### config.mk
export PLATFORM = sky130hd
export DESIGN_NAME = ha2_task3_flat
export DESIGN_NICKNAME = d
export VERILOG_FILES = /design/src/rtl/ha2_task3_pkg.sv /design/src/rtl/ha2_task3_if.sv /design/src/rtl/ha2_task3_rst_sync.sv /design/src/rtl/ha2_task3.sv /design/src/flat_wrapper.sv
export SDC_FILE = /design/constraint.sdc
export NUM_CORES = 1
export LEC_CHECK = 0
export CELL_PAD_IN_SITES_DETAIL_PLACEMENT = 1
export CELL_PAD_IN_SITES_GLOBAL_PLACEMENT = 2
export CORE_AREA = 2 2 39 41
export DETAILED_ROUTE_END_ITERATION = 16
export DIE_AREA = 0 0 41 43
export GPL_TIMING_DRIVEN = 0
export PLACE_DENSITY_LB_ADDON = 0.3
export RECOVER_POWER = 25
export SLEW_MARGIN = 10
export SYNTH_ARGS = -nofsm -noshare
export SYNTH_HDL_FRONTEND = slang
export SYNTH_HIERARCHICAL = 1
export SYNTH_SLANG_ARGS = --single-unit
### constraint.sdc
create_clock -name CLK -period 0.8 [get_ports CLK]
set_input_delay 0.12 -clock CLK [delete_from_list [all_inputs] [get_ports CLK]]
set_output_delay 0.12 -clock CLK [all_outputs]
set_load 0.03 [all_outputs]
### src/rtl/ha2_task3_pkg.sv
// ha2_task3_pkg
// Shared types and constants for the ha2_task3 serial pattern detector.
//   state_t : FSM state, binary-encoded in 3 bits; the name gives the matched prefix
//             (S0 none, S1 "1", S2 "10", S3 "101", S4 "1011" detected)
//   PATTERN : detected bit pattern, first bit oldest
//   PAT_LEN : pattern length in bits
package ha2_task3_pkg;

  typedef enum logic [2:0] {
    S0 = 3'd0,
    S1 = 3'd1,
    S2 = 3'd2,
    S3 = 3'd3,
    S4 = 3'd4
  } state_t;

  localparam logic [3:0]  PATTERN = 4'b1011;
  localparam int unsigned PAT_LEN = 4;

endpackage

### src/rtl/ha2_task3_if.sv
// ha2_task3_if
// Serial stream signals of the ha2_task3 pattern detector.
//   DIN  : serial data bit, driven by the stream source
//   DOUT : one-cycle detect flag, driven by the detector
// Modports:
//   master : stream source / monitor side (drives DIN, observes DOUT)
//   slave  : detector side (samples DIN, drives DOUT)
interface ha2_task3_if;

  logic DIN;
  logic DOUT;

  modport master (output DIN, input DOUT);
  modport slave  (input DIN, output DOUT);

endinterface

### src/rtl/ha2_task3_rst_sync.sv
// ha2_task3_rst_sync
// Two-flop reset synchroniser: assertion is asynchronous, release is aligned
// to CLK after two rising edges so downstream flops leave reset cleanly.
// Ports:
//   CLK     : system clock, rising-edge active
//   RST     : raw reset, asynchronous, active-low
//   rst_n_o : synchronised reset, active-low
module ha2_task3_rst_sync (
  input  logic CLK,
  input  logic RST,
  output logic rst_n_o
);

  logic [1:0] sync_q;

  always_ff @(posedge CLK or negedge RST) begin
    if (!RST) begin
      sync_q <= '0;
    end else begin
      sync_q <= {sync_q[0], 1'b1};
    end
  end

  assign rst_n_o = sync_q[1];

endmodule

### src/rtl/ha2_task3.sv
// ha2_task3
// Serial bit-stream pattern detector. Samples DIN on every rising CLK edge and
// raises DOUT for one cycle when the last four sampled bits equal 1011
// (first bit oldest). Moore FSM, DOUT driven straight from a flop.
// Ports:
//   CLK : system clock, rising-edge active
//   RST : reset, asynchronous assert, active-low; release synchronised internally
//   bus : ha2_task3_if.slave (DIN in, DOUT out)
// Build option:
//   HA2_TASK3_OVERLAP_EN defined   -> overlapping detection (S4: 0->S2, 1->S1)
//   HA2_TASK3_OVERLAP_EN undefined -> non-overlapping      (S4: 0->S0, 1->S1)
module ha2_task3
  import ha2_task3_pkg::*;
(
  input  logic          CLK,
  input  logic          RST,
  ha2_task3_if.slave    bus
);

  logic   rst_n;
  state_t state_q;
  state_t state_d;
  logic   dout_q;
  logic   dout_d;

  ha2_task3_rst_sync u_rst_sync (
    .CLK     (CLK),
    .RST     (RST),
    .rst_n_o (rst_n)
  );

  // State register
  always_ff @(posedge CLK or negedge rst_n) begin
    if (!rst_n) begin
      state_q <= S0;
    end else begin
      state_q <= state_d;
    end
  end

  // Next-state logic; unreachable encodings fall back to S0
  always_comb begin
    state_d = S0;
    case (state_q)
      S0: state_d = bus.DIN ? S1 : S0;
      S1: state_d = bus.DIN ? S1 : S2;
      S2: state_d = bus.DIN ? S3 : S0;
      S3: state_d = bus.DIN ? S4 : S2;
`ifdef HA2_TASK3_OVERLAP_EN
      S4: state_d = bus.DIN ? S1 : S2;
`else
      S4: state_d = bus.DIN ? S1 : S0;
`endif
      default: state_d = S0;
    endcase
  end

  // Output logic: decoded from the next state so the flop below holds
  // DOUT=1 exactly while state_q is S4, with no DIN->DOUT path.
  always_comb begin
    dout_d = (state_d == S4);
  end

  always_ff @(posedge CLK or negedge rst_n) begin
    if (!rst_n) begin
      dout_q <= 1'b0;
    end else begin
      dout_q <= dout_d;
    end
  end

  assign bus.DOUT = dout_q;

endmodule

### src/flat_wrapper.sv
// flat-port wrapper written by rule: the top's interface ports become plain ports
module ha2_task3_flat import ha2_task3_pkg::*;
  (CLK, RST, bus_DIN, bus_DOUT);
  ha2_task3_if bus_i ();
  input  logic CLK;
  input  logic RST;
  input wire logic [$bits(bus_i.DIN)-1:0] bus_DIN;
  output wire logic [$bits(bus_i.DOUT)-1:0] bus_DOUT;
  assign bus_i.DIN = bus_DIN;
  assign bus_DOUT = bus_i.DOUT;
  ha2_task3 u_core (.CLK(CLK), .RST(RST), .bus(bus_i));
endmodule
==> results by group <==
Status
  • Outcome: complete, but fails checks
  • Failing checks: setup timing

Layout
  • Share of cells above drive strength 1: 0.429
  • Ant diodes: 0
  • Area growth from synthesis to layout: 37.9%
  • Final nets: 26
  • Most frequent cells in the layout: 4 x dfrtp_1, 3 x clkbuf_4, 2 x and4b_2, 2 x dfrtp_2
  • Most common cell after layout, fill and taps aside: dfrtp_1
  • Final Cell Area: 292 um2
  • FILL cells: ~160
  • Multi-input gate area: about 65 um2
  • Final Non-Filler Cells: 37
  • Final Util: 0.211
  • Register area: ~150 um2

Route
  • Vias/cell: around 3.5
  • Drt pass-1 iters: 2
  • Via count: ~130
  • Post-route ant nets: 0
  • Starting DRT DRC Count: 4
  • Final wirelength: 385 um
  • WL/cell: roughly 10 um
  • Post-route DRC: 0

Logic synthesis
  • Post-synth top area share: 0.710
  • Cell type with the highest aggregate area in the netlist: dfrtp_1
  • Cell Area, Synth: 211 um2
  • Post-synth cell types: 8
  • Yosys reg bits: 6
  • Cells after Synth: 15
  • Sequential area share after synthesis: 0.710
  • Post-synthesis average cell area: ~14 um2
  • Yosys warns: 6
  • Syn Nets: 18
  • Most area-consuming cells after synthesis: dfrtp_1 71%, and4b_2 11%, a21oi_1 4.7%

STA
  • Tmin final: roughly 870 ps
  • Hold Violations, Final: 0
  • Final WS setup: -66.1 ps
  • WHS: around 58 ps
  • Fin Setup TNS: -70.1 ps
  • RSZ-0062 raised after global routing: true
  • Clock skew: roughly 0.35 ps
  • Final-report max-slew violation count: 0
  • Final Cycle Share: 1.08
  • FMAX: 1.15 GHz
  • Final setup vio count: 2

Power and ir drop
  • VDD IR max: 724 uV
  • Power per cell area: 2300 nW/um2
  • Pwr Total: between 0.6 and 0.7 mW
  • Leak pwr: about 0.13 nW

CTS
  • Post-CTS setup buffer count: 0
  • CTS Hold Buffers Added: 0
  • CTS tree: yes
  • Clock sink total: 6
  • CTS Buf Count: 3
  • Clock Latency Late Sink: between 200 and 250 ps
  • Post-cts resize count: 7
  • CTS HTree Levels: 1
  • Clock transition at the registers of the reported paths: approximately 50 ps
  • Clock root cell: clkbuf_4
  • Clk buf depth: 2

Die
  • Die area: between 1500 and 2000 um2
  • Die Y: ~43 um
  • # rows: 14
  • # IOs: 4
  • Core Area: between 1000 and 1500 um2
  • Chip width: between 40 and 50 um
  • Initial core utilization: 0.153

Placed design
  • Port Buffer Count: 3
  • Placed cells: 34
  • Placer Congestion: between 0.6 and 0.7
  • Post-Place Setup Slack: -285 ps
  • Placed Area: around 260 um2

GRT
  • Vias in the first global route: roughly 160
  • Largest net degree at the start of global routing: 7
  • Initial antenna violation count: 0
  • Total track usage: 0.0668
  • First-pass GRT wire length: just under 700 um
  • Total gr overflow: 0

Worst setup path
  • Crit-path max FO: 1
  • Worst path max stage delay: around 370 ps
  • Kind of critical path: register to output port
  • CP Launch Type: register
  • Data required time of the worst path: between 600 and 700 ps
  • Buffers & Inverters on Critical Path: 1
  • Worst Setup End Kind: output port
  • Slowest CP cell: dfrtp_1
  • Delay-heaviest family, CP: flip-flops
  • Crit-path cells: buf_6
  • Data arrival, critical path: roughly 750 ps

Min path
  • Worst hold path class: register to asynchronous set/reset pin

Run
  • Max Cap Viol: 0
state kept, by name (all words and copies together), names as in the netlist:
| register | flops |
|---|---|
| u_core/u_rst_sync/sync_q | 2 |
| u_core/state_q | 3 |
| u_core/bus.DOUT | 1 |
Yosys cell counts:
master	count
nor2_1	1
dfrtp_1	6
conb_1	1
o21a_1	1
a21oi_1	2
nand3b_1	1
nand2b_1	1
and4b_2	2
path summary, 6_finish.rpt:
kind / from / end / slack, ps / cells past startpoint
max in group asynchronous: RST / u_core/u_rst_sync/sync_q[0]$_DFF_PN0_ / 570 / 1
min in group CLK: u_core/u_rst_sync/sync_q[0]$_DFF_PN0_ / u_core/u_rst_sync/sync_q[1]$_DFF_PN0_ / 350 / 0
max reg2reg: u_core/state_q[0]$_DFF_PN0_ / u_core/state_q[1]$_DFF_PN0_ / 0 / 2
min: u_core/u_rst_sync/sync_q[1]$_DFF_PN0_ / u_core/state_q[2]$_DFF_PN0_ / 60 / 0
max: u_core/bus.DOUT$_DFF_PN0_ / bus_DOUT / -70 / 1
min reg2reg: u_core/u_rst_sync/sync_q[1]$_DFF_PN0_ / u_core/state_q[2]$_DFF_PN0_ / 60 / 0
layout make-up:
class	count	area share
Clock buffer	3	0.0773
Multi-Input combinational cell	9	0.223
Sequential cell	6	0.524
Tap cell	16	0.0687
Timing Repair Buffer	3	0.107
cell families (layout without fill, tap and decap cells):
| family | after synthesis | after routing | synth area share |
|---|---|---|---|
| AOI/OAI and AO/OA | 3 | 3 | 0.0829 |
| buffers and inverters | 0 | 6 | 0 |
| other | 1 | 1 | 0.0177 |
| and+or+nand+nor | 5 | 5 | 0.189 |
| DFF | 6 | 6 | 0.710 |
power by group:
| part | leakage [nW] | switching, mW | internal (mW) | total (mW) |
|---|---|---|---|---|
| sequential | 0.0730 | 0.0218 | 0.324 | 0.346 |
| clock | 0.0138 | 0.112 | 0.170 | 0.282 |
| combinational | 0.0390 | 0.0177 | 0.0259 | 0.0436 |
routing by layer:
metal,global-route usage,vias up,wire length (um),part of all wire
met5,0,-,0,0
met4,0.100,0,0,0
met3,0.0314,0,18,0.047
met2,0.0719,3,182,0.47
met1,0.0726,62,185,0.48
li1,-,64,-,-
Power figures use the tool's default switching activity.
